<file path="src/rtl/matmul_tile_sequencer.sv">
// matmul_tile_sequencer: control sequencer for the tiled multi-module matmul datapath.
//
// Walks every output tile of C in row-major order. Each tile is K inner blocks;
// each block is one ISSUE cycle (BRAM reads) followed by RUN (core enabled)
// until the core signals systolic_finish. After the last block the sequencer
// waits for the rising edge of acc_done, then presents the tile via
// out_valid/out_ready. All outputs are registered.
//
// Ports:
//   clk, rst_n            clock, synchronous active-low reset
//   start_i               one-cycle run request, honoured only in IDLE or DONE
//   cfg_k_blocks_i        inner blocks per tile (K)
//   cfg_rows_i            C tile rows (R)
//   cfg_cols_i            C tile columns (C)
//   a_rd_en_o             input BRAM read enable, shared by all ports
//   a_rd_addr_o           packed input BRAM addresses, port p in slice p
//   b_rd_en_o             weight BRAM read enable
//   b_rd_addr_o           weight BRAM address
//   core_en_o             core enable
//   core_rst_n_o          core reset, active-low
//   acc_reset_o           accumulator clear, first block of each tile
//   systolic_finish_i     per-block completion from the core
//   acc_done_i            tile accumulation complete (level)
//   out_valid_o           finished tile available
//   out_ready_i           consumer accepts the tile
//   out_row_o, out_col_o  indices of the presented tile
//   busy_o                run in progress
//   done_o                run complete
//   cfg_err_o             last start carried a zero K, R or C
module matmul_tile_sequencer #(
    parameter int TOTAL_INPUT_W = 2,
    parameter int ADDR_WIDTH_A  = 16,
    parameter int ADDR_WIDTH_B  = 16,
    parameter int CNT_WIDTH     = 16
) (
    input  logic                                  clk,
    input  logic                                  rst_n,
    input  logic                                  start_i,
    input  logic [CNT_WIDTH-1:0]                  cfg_k_blocks_i,
    input  logic [CNT_WIDTH-1:0]                  cfg_rows_i,
    input  logic [CNT_WIDTH-1:0]                  cfg_cols_i,
    output logic                                  a_rd_en_o,
    output logic [TOTAL_INPUT_W*ADDR_WIDTH_A-1:0] a_rd_addr_o,
    output logic                                  b_rd_en_o,
    output logic [ADDR_WIDTH_B-1:0]               b_rd_addr_o,
    output logic                                  core_en_o,
    output logic                                  core_rst_n_o,
    output logic                                  acc_reset_o,
    input  logic                                  systolic_finish_i,
    input  logic                                  acc_done_i,
    output logic                                  out_valid_o,
    input  logic                                  out_ready_i,
    output logic [CNT_WIDTH-1:0]                  out_row_o,
    output logic [CNT_WIDTH-1:0]                  out_col_o,
    output logic                                  busy_o,
    output logic                                  done_o,
    output logic                                  cfg_err_o
);
    localparam int PW = 2 * CNT_WIDTH;
    localparam logic [CNT_WIDTH-1:0] ONE = 1;

    typedef enum logic [2:0] {IDLE, ISSUE, RUN, WAIT_ACC, OUTPUT, DONE} state_e;

    state_e                                state_q, state_d;
    logic [CNT_WIDTH-1:0]                  k_q, k_d, row_q, row_d, col_q, col_d;
    logic [CNT_WIDTH-1:0]                  kb_q, kb_d, rows_q, rows_d, cols_q, cols_d;
    logic                                  rd_en_q, rd_en_d;
    logic [TOTAL_INPUT_W*ADDR_WIDTH_A-1:0] a_addr_q, a_addr_d;
    logic [ADDR_WIDTH_B-1:0]               b_addr_q, b_addr_d;
    logic                                  core_en_q, core_en_d;
    logic                                  core_rst_n_q, core_rst_n_d;
    logic                                  acc_reset_q, acc_reset_d;
    logic                                  acc_done_q;
    logic                                  out_valid_q, out_valid_d;
    logic [CNT_WIDTH-1:0]                  out_row_q, out_row_d, out_col_q, out_col_d;
    logic                                  busy_q, busy_d, done_q, done_d;
    logic                                  cfg_err_q, cfg_err_d;
    logic                                  last_k, last_row, last_col, acc_rise, finish_now;

    assign last_k     = k_q == kb_q - ONE;
    assign last_row   = row_q == rows_q - ONE;
    assign last_col   = col_q == cols_q - ONE;
    // acc_done is a level; only its rising edge, seen while waiting, ends a tile.
    assign acc_rise   = acc_done_i && !acc_done_q;
    assign finish_now = state_q == RUN && systolic_finish_i;

    always_comb begin
        state_d   = state_q;
        k_d       = k_q;
        row_d     = row_q;
        col_d     = col_q;
        kb_d      = kb_q;
        rows_d    = rows_q;
        cols_d    = cols_q;
        cfg_err_d = cfg_err_q;
        unique case (state_q)
            IDLE, DONE: begin
                if (start_i) begin
                    kb_d      = cfg_k_blocks_i;
                    rows_d    = cfg_rows_i;
                    cols_d    = cfg_cols_i;
                    k_d       = '0;
                    row_d     = '0;
                    col_d     = '0;
                    cfg_err_d = cfg_k_blocks_i == '0 || cfg_rows_i == '0 || cfg_cols_i == '0;
                    state_d   = cfg_err_d ? DONE : ISSUE;
                end
            end
            ISSUE: state_d = RUN;
            RUN: begin
                if (systolic_finish_i) begin
                    k_d     = last_k ? '0 : k_q + ONE;
                    state_d = last_k ? WAIT_ACC : ISSUE;
                end
            end
            WAIT_ACC: state_d = acc_rise ? OUTPUT : WAIT_ACC;
            OUTPUT: begin
                if (out_ready_i) begin
                    col_d   = last_col ? '0 : col_q + ONE;
                    row_d   = last_col ? row_q + ONE : row_q;
                    state_d = (last_col && last_row) ? DONE : ISSUE;
                end
            end
            default: state_d = IDLE;
        endcase
        // Outputs are registered, so they are derived from the state being entered.
        busy_d      = state_d != IDLE && state_d != DONE;
        done_d      = state_d == DONE;
        rd_en_d     = state_d == ISSUE;
        core_en_d   = state_d == RUN;
        acc_reset_d = state_d == ISSUE && k_d == '0;
        // Core is out of reset for the whole run except one cycle after each
        // finished block; that pulse overlaps the next ISSUE, while the BRAM
        // read is still in flight.
        core_rst_n_d = busy_d && !finish_now;
        out_valid_d  = state_d == OUTPUT;
        out_row_d    = state_d == OUTPUT ? row_d : out_row_q;
        out_col_d    = state_d == OUTPUT ? col_d : out_col_q;
        a_addr_d     = a_addr_q;
        b_addr_d     = b_addr_q;
        if (state_d == ISSUE) begin
            for (int p = 0; p < TOTAL_INPUT_W; p++)
                a_addr_d[p*ADDR_WIDTH_A +: ADDR_WIDTH_A] = ADDR_WIDTH_A'(
                    (PW'(row_d) * PW'(TOTAL_INPUT_W) + PW'(p)) * PW'(kb_d) + PW'(k_d));
            b_addr_d = ADDR_WIDTH_B'(PW'(col_d) * PW'(kb_d) + PW'(k_d));
        end
    end

    always_ff @(posedge clk) begin
        if (!rst_n) begin
            state_q      <= IDLE;
            k_q          <= '0;
            row_q        <= '0;
            col_q        <= '0;
            kb_q         <= '0;
            rows_q       <= '0;
            cols_q       <= '0;
            rd_en_q      <= 1'b0;
            a_addr_q     <= '0;
            b_addr_q     <= '0;
            core_en_q    <= 1'b0;
            core_rst_n_q <= 1'b0;
            acc_reset_q  <= 1'b0;
            acc_done_q   <= 1'b0;
            out_valid_q  <= 1'b0;
            out_row_q    <= '0;
            out_col_q    <= '0;
            busy_q       <= 1'b0;
            done_q       <= 1'b0;
            cfg_err_q    <= 1'b0;
        end else begin
            state_q      <= state_d;
            k_q          <= k_d;
            row_q        <= row_d;
            col_q        <= col_d;
            kb_q         <= kb_d;
            rows_q       <= rows_d;
            cols_q       <= cols_d;
            rd_en_q      <= rd_en_d;
            a_addr_q     <= a_addr_d;
            b_addr_q     <= b_addr_d;
            core_en_q    <= core_en_d;
            core_rst_n_q <= core_rst_n_d;
            acc_reset_q  <= acc_reset_d;
            acc_done_q   <= acc_done_i;
            out_valid_q  <= out_valid_d;
            out_row_q    <= out_row_d;
            out_col_q    <= out_col_d;
            busy_q       <= busy_d;
            done_q       <= done_d;
            cfg_err_q    <= cfg_err_d;
        end
    end

    assign a_rd_en_o    = rd_en_q;
    assign b_rd_en_o    = rd_en_q;
    assign a_rd_addr_o  = a_addr_q;
    assign b_rd_addr_o  = b_addr_q;
    assign core_en_o    = core_en_q;
    assign core_rst_n_o = core_rst_n_q;
    assign acc_reset_o  = acc_reset_q;
    assign out_valid_o  = out_valid_q;
    assign out_row_o    = out_row_q;
    assign out_col_o    = out_col_q;
    assign busy_o       = busy_q;
    assign done_o       = done_q;
    assign cfg_err_o    = cfg_err_q;
endmodule
</file>
<file path="config.mk">
export PLATFORM = sky130hd
export DESIGN_NAME = matmul_tile_sequencer
export DESIGN_NICKNAME = d
export VERILOG_FILES = /design/src/rtl/matmul_tile_sequencer.sv
export SDC_FILE = /design/constraint.sdc
export NUM_CORES = 1
export LEC_CHECK = 0
export CAP_MARGIN = 10
export CORE_ASPECT_RATIO = 0.8
export CORE_MARGIN = 2
export CORE_UTILIZATION = 30
export DETAILED_ROUTE_END_ITERATION = 8
export DONT_BUFFER_PORTS = 1
export PLACE_DENSITY = 0.52
export SLEW_MARGIN = 15
export SYNTH_ARGS = -nofsm -noshare
export SYNTH_HDL_FRONTEND = slang
export SYNTH_SLANG_ARGS = --single-unit
</file>
<file path="constraint.sdc">
create_clock -name clk -period 15.4 [get_ports clk]
set_input_delay 3.08 -clock clk [delete_from_list [all_inputs] [get_ports clk]]
set_output_delay 3.08 -clock clk [all_outputs]
set_load 0.005 [all_outputs]
</file>
# After elaboration in Yosys (flattened, before gate mapping)
# Cells that the tools add are included.
# W data, S select, Z words.
# word_totals
elab_cells	86
ram_bits	0
in_bits	54
n_memories	0
romBits	0
latch_bits	0
regBits	188
# classes
div_mod_pow	0
order_cmp	0
bitwise_logic	0
n_mul	3
n_shift	0
eq_ne	13
n_reduce_logical	18
addsub	10
muxes	22
# ops
cell	count
$mux W16	11
$pmux W16 S2	3
$logic_not A16 Y1	4
$add A16 B1 Y16 const B	3
$add A16 B16 Y16	3
$eq A16 B16 Y1	3
$sub A16 B1 Y16 const B	3
$add A17 B1 Y18 const B	1
$mul A18 B16 Y16	1
$mux W3	6
$mul A16 B16 Y15	1
$mul A16 B16 Y16	1
$pmux W3 S5	1
$eq A3 B3 Y1 const B	4
$eq A3 B2 Y1 const B	3
$eq A3 B1 Y1 const B	2
$logic_and A1 B1 Y1	6
$logic_not A3 Y1	1
$ne A3 B3 Y1 const B	1
$reduce_bool A3 Y1	1
$logic_not A1 Y1	2
$logic_or A1 B1 Y1	2
$mux W2	1
$reduce_and A2 Y1	1
$reduce_or A2 Y1	1

# Depth between registers and ports, before layout
# Gate-level depths: netlist (run 1).
# depth
depth_word	9
mapped_depth	40
mapped_depth_nobuf	38

# Least setup slack after synthesis (run 1)
# No wires, ideal clock.
# synth_timing
path_type	input-to-reg
start	input out_ready_i
end	register a_addr_q[15] (netlist: a_rd_addr_o[15])
arrival_time_ps	10743
setup_time_ps	128
path_stages	33
required_time_ps	15272
path_slack_ps	4530
path_cell_list	clkbuf_1 > nand3_1 > a211oi_1 > o2111ai_1 > nor4_2 > buf_4 > buf_4 > nand2_1 > o41ai_1 > nand2_1 > fa_1 > fa_1 > inv_1 > fa_1 > inv_1 > fa_1 > inv_1 > fa_1 > inv_1 > fa_1 > inv_1 > ha_1 > a21o_1 > a21o_1 > a21oi_1 > xnor2_1 > ha_1 > a21oi_1 > o21ai_0 > xnor2_1 > xnor3_1 > mux2i_1 > nor2_1
# synth_between
elab_chain_len	4
elab_cells_between_ends	7
classes_between	1 x add/sub; 1 x mul; 1 x eq/ne; 4 x mux
# synth_rtl
item	line_no	source
from (decl)	52	input logic out_ready_i,
$mux W16	118	if (out_ready_i) begin
$pmux W16 S2	96	unique case (state_q)
$mul A16 B16 Y15	144	(PW'(row_d) * PW'(TOTAL_INPUT_W) + PW'(p)) * PW'(kb_d) + PW'(k_d));
$add A16 B16 Y16	144	
to (signal assigned)	180	a_addr_q <= a_addr_d;
to (decl)	68	logic [TOTAL_INPUT_W*ADDR_WIDTH_A-1:0] a_addr_q, a_addr_d;
# Parallel ways exist; a longest one is shown, timed or not.
# A chain may end at the register's enable or synchronous reset.

# Final worst setup path (run 1)
# layout_timing
start	input out_ready_i
end	register a_addr_q[14] (netlist: a_rd_addr_o[14])
# Same word-level chain as after synthesis.

==> results.ini, run 1 <==
[status]
status = finished clean

[clock_network]
clock_path_buffers = 2
cts_resized = 0
clkTransAtPathRegs_ns = 0.08
ctsHoldBuffers = 0
insertion_delay_ns = 0.51
numCtsBuffers = 17
h-tree-depth = 4
root_buffer = clkbuf_16
clock_sinks = 188
cts_tree = yes
cts_setup_buffers = 0

[detailed_routing]
drc = 0
num_vias = 17200
via_per_inst = 5.00
drt_first_pass_iters = 5
wirelength_um = 68500
ant_nets = 0
drt_iter0_drc = 1199
detail_route.wl_per_cell_um = 19.9

[timing]
setup_viol_count_final = 0
worst_clock_skew_ns = 0.0179
setup_ws_ns = 4.34
final_hold_viol_count = 0
relSlewSlack = 0.250
worst_slew_pin_slew_ns = 1.12
slew_viol_final = 0
tns_ns = 0
rsz0062_at_grt = false
fin_crit_ns = 11.06
clock.fmax_mhz = 90.4
fin_crit_sh = 0.718

[critical_path]
critPathKind = input pin to register
required_ns = 15.77
critical_path_arrival_ns = 11.43
crit_path_end_kind = register
crit_fanout = 39
slowest_delay_ns = 0.69
critPathLaunchType = input pin
timing.rr.start = cols_q[0]
critical_path.slowest_cell = a31oi_1
worstSetupStartpoint = out_ready_i

[power_and_ir_drop]
static-leakage-power_nw = 10.7
power_mw = 1.25
p_per_area_nw_per_um2 = 54.4
peakVddDrop_uv = 86.7

[yosys]
avgSynthCellArea_um2 = 8.34
synth.area.top_cells = fa_1 (24%), dfxtp_1 (18%), ha_1 (9.6%), inv_1 (7.3%), nand2_1 (5.5%)
ys.flop_type = dfxtp_1
ys_seq_elements = 188
synthCells = 2565
ys_async_sr_fraction = 0
synthTopCellsByCount = inv_1 (415), nand2_1 (316), fa_1 (257)
yosysUniqueCellTypes = 91
yosys.area.top_type = fa_1
yosys_warnings = 0
syn-cell-area_um2 = 21400
ys_seq_area_frac = 0.176
yosys.area.top_type_share = 0.240
syn-num-nets = 3041
synth_most_common_cell = inv_1
synth_edf_count = 0

[job]
maxCapViolations = 0

[layout]
syn_to_final_growth_pct = 7.47
drive_gt1_frac = 0.0438
final_nets = 2973
n_fill_cell = 7415
utilization = 0.326

[die]
die_x_um = 303
ios = 143
start_util = 0.303
coreArea_um2 = 70500
fp.dieH_um = 243
dieArea_um2 = 73500
num_rows = 87

[global_route]
grt_overflow_total = 0
grt_pass1_vias = 17600
grt_pass1_wl_um = 107000
grt_max_degree = 85
grt_usage = 0.192
grt_antenna_before_repair = 2

[min_path]
hold_path_class = register to register
hp-start = rows_q[15]

[placement]
dp_slack_ns = 3.91
io_buffers = 0
dpl.hpwl_um = 54500
place_congestion = 0.889

cells in the final DEF (no fill, tap or decap), types with 38 or more instances in the layout:
master	Yosys	layout
inv_1	415	414
nand2_1	316	316
fa_1	257	257
nor2_1	256	256
dfxtp_1	188	188
ha_1	165	165
xnor2_1	119	119
a21oi_1	87	87
mux2i_1	57	57
o21ai_0	54	54
nor3_1	50	50
and2_1	45	45
nand3_1	43	43
xor2_1	40	40
buf_4	4	38
where the power goes:
| part | internal [mW] | total (mW) | switching (mW) | leakage, nW |
|---|---|---|---|---|
| clock | 0.246 | 0.486 | 0.240 | 0.296 |
| sequential | 0.502 | 0.522 | 0.0206 | 1.53 |
| combinational | 0.0839 | 0.241 | 0.157 | 8.89 |
critical path, delay by kind of cell:
family / cells / cell delay, ns
simple gates: 7 / 1.37
xor+xnor: 1 / 0.14
buf+inv: 7 / 0.81
fa+ha+maj: 8 / 3.68
compound gates: 9 / 2.33
stage by stage:
stage                     hold WS, ns  instances  cell area (um2)
after detailed placement        0.477       3412            22400
after floorplan                 0.448       2565            21400
final                           0.487       3445            23000
after global placement          0.475       3412            22400
after CTS                       0.487       3444            23000
after global routing            0.513       3444            23000
logic make-up (layout without fill, tap and decap cells):
| family | after synthesis | in the layout | synth area share |
|---|---|---|---|
| buffers and inverters | 540 | 485 | 0.0966 |
| XOR/XNOR | 171 | 171 | 0.0776 |
| flip-flops | 188 | 188 | 0.176 |
| multiplexers | 59 | 59 | 0.0277 |
| other | 0 | 1 | 0 |
| adder cells (fa/ha/maj) | 422 | 422 | 0.337 |
| AO/OA/AOI/OAI | 309 | 309 | 0.0960 |
| AND/OR/NAND/NOR | 876 | 876 | 0.189 |
flip-flops by register name, summed over array words and instances, names as in the netlist, 3 cells and up:
| register | count |
|---|---|
| k_q | 16 |
| a_rd_addr_o | 32 |
| row_q | 16 |
| rows_q | 16 |
| cols_q | 16 |
| kb_q | 16 |
| out_row_o | 16 |
| col_q | 16 |
| out_col_o | 16 |
| b_rd_addr_o | 16 |
| state_q | 3 |
final timing paths:
| check | slack, ns | end | cells past startpoint |
|---|---|---|---|
| worst max-delay path | 4.34 | a_rd_addr_o[14] | 32 |
| worst min-delay path | 0.49 | rows_q[15] | 2 |
| worst max register to register | 5.34 | a_rd_addr_o[14] | 35 |
| worst min register to register | 0.49 | rows_q[15] | 2 |
cell type report:
cell class                      instances  area [um2]  share of cell area
Multi-Input combinational cell       1837       15600               0.679
Sequential cell                       188        3760               0.164
Inverter                              415        1560              0.0680
Tap cell                              934        1170              0.0508
Clock buffer                           18         429              0.0187
Timing Repair Buffer                   38         285              0.0124
Clock inverter                         14         174             0.00756
Antenna cell                            1        2.50            0.000109
metal layers:
layer,up-vias,wire length [um],part of all wire,global-route usage
met5,-,0,0,0
met4,0,1280,0.019,0.0484
met1,8531,30700,0.45,0.264
li1,8120,-,-,-
met2,504,31600,0.46,0.302
met3,78,4990,0.073,0.0466
(Power assumes the default switching activity.)
==> run 2, diff against run 1 <==
- PLACE_DENSITY: 0.52 -> 0.53
- clock period: 15.4 -> 9.1 ns (I/O delays scaled with it)
==> run 2 against run 1 <==
Net effect:
- cell area is 5.9% higher
- sequential cell count unchanged
- sequential share of layout area decreased by 0.89 points
- die area unchanged
- clock skew decreased by 0.00060 ns
- clock power is 74% higher
- largest power group unchanged
- count of clock-buffer cells in the layout decreased by 1
- sequential power grew 69%
==> results.ini, run 2 (synthesized netlist as in run 1, its figures left out) <==
[critical_path]
worstSetupStartpoint = cols_q[0]
crit_path_end_kind = register
crit_top_cell = fa_1
critPathKind = register to register
critical_path_arrival_ns = 9.12
slowest_delay_ns = 0.52
critPathLaunchType = register
required_ns = 9.54
crit_fanout = 6
critical_path.slowest_cell = o41ai_4
timing.rr.start = cols_q[0]

[layout]
antenna_cells = 0
drive_gt1_frac = 0.110
largest_reg_flops = 32
layout_common_cells = inv_1 (411), nand2_1 (314), fa_1 (257)
syn_to_final_growth_pct = 13.8
layout_commonest_cell = inv_1
final_nets = 3136
stdcell_area_um2 = 24300

[clock_network]
root_buffer = clkbuf_16
clock_sinks = 188
h-tree-depth = 4
insertion_delay_ns = 0.52
clkTransAtPathRegs_ns = 0.08
cts_tree = yes
numCtsBuffers = 17
clock_path_buffers = 2

[status]
status = finished clean

[global_route]
grt_pass1_wl_um = 105000
grt_overflow_total = 0
grt_pass1_vias = 17100
grt_antenna_before_repair = 0
grt_max_degree = 85
grt_usage = 0.190

[placement]
dpl.hpwl_um = 56100
dp_slack_ns = -0.115
placed_area_um2 = 23600
place_congestion = 0.925
io_buffers = 0

[timing]
rsz0062_at_grt = false
worst_clock_skew_ns = 0.0173
worst_slew_pin_slew_ns = 0.987
final_hold_viol_count = 0
slew_viol_final = 0
clock.fmax_mhz = 115
holdWs_ns = 0.485
tns_ns = 0
setup_ws_ns = 0.417
fin_crit_sh = 0.954
fin_crit_ns = 8.68
relSlewSlack = 0.336
setup_viol_count_final = 0

[power_and_ir_drop]
static-leakage-power_nw = 11.6
p_per_area_nw_per_um2 = 89.5
peakVddDrop_uv = 173
power_mw = 2.18

[die]
dieArea_um2 = 73500
start_util = 0.303
num_rows = 87
fp.dieH_um = 243
ios = 143
coreArea_um2 = 70500
die_x_um = 303

[detailed_routing]
ant_nets = 0
drt_first_pass_iters = 5
via_per_inst = 4.85
num_vias = 17500
drc = 0
wirelength_um = 68000
drt_iter0_drc = 1179
detail_route.wl_per_cell_um = 18.9

[min_path]
hold_path_class = register to register
hp-start = rows_q[15]

[job]
maxCapViolations = 0

==> run 2: cell types whose count changed in the layout (fill, tap and decap cells not counted), sizes merged <==
cell      before  now
buf           38  201
clkbuf        18   17
clkinvlp       1    2
diode          1    0
==> run 2: cell type report <==
| class | count | area (um2) |
|---|---|---|
| inverters | 415 | 1560 |
| fillers | 7405 | 46200 |
| clock buffers | 17 | 425 |
| clock inverters | 15 | 199 |
| flip-flops and latches | 188 | 3770 |
| well taps | 934 | 1170 |
| repair buffers | 201 | 1520 |
| multi-input cells | 1837 | 15700 |
==> run 2: worst paths after layout <==
path                            cells after the start               to  slack, ns
worst max register to register                     37  a_rd_addr_o[14]       0.42
worst min register to register                      2       rows_q[15]       0.49
worst min-delay path                                2       rows_q[15]       0.49
worst max-delay path                               37  a_rd_addr_o[14]       0.42
==> run 2: metal layers <==
layer / global-route usage / wire length, um
met5: 0 / 0
met1: 0.271 / 31700
met2: 0.282 / 30000
met4: 0.0432 / 1200
met3: 0.0530 / 5110
==> run 2: critical path, delay by kind of cell, from the launching register on <==
family | cells | cell delay, ns
AO/OA/AOI/OAI | 8 | 1.57
XOR/XNOR | 1 | 0.09
adder cells (fa/ha/maj) | 9 | 3.77
buffers and inverters | 11 | 1.05
flip-flops | 1 | 0.38
AND/OR/NAND/NOR | 8 | 1.74
==> run 2: stage by stage <==
step / utilization / cells
6_report: 0.345 / 3607
5_1_grt: 0.345 / 3607
4_1_cts: 0.344 / 3603
3_5_place_dp: 0.335 / 3571
3_3_place_gp: 0.335 / 3571
2_1_floorplan: - / 2565
==> run 2: what timing repair did <==
item / in CTS / in global routing
hold buffers: 0 / 0
resized for setup: 0 / 26
buffers inserted: 0 / 4
endpoints found under the setup margin: 0 / 5
==> run 2: power breakdown <==
part           switching, mW  internal [mW]  total [mW]
logic                  0.286          0.162       0.448
clock network          0.427          0.421       0.848
registers             0.0349          0.849       0.884
total                  0.748           1.43        2.18
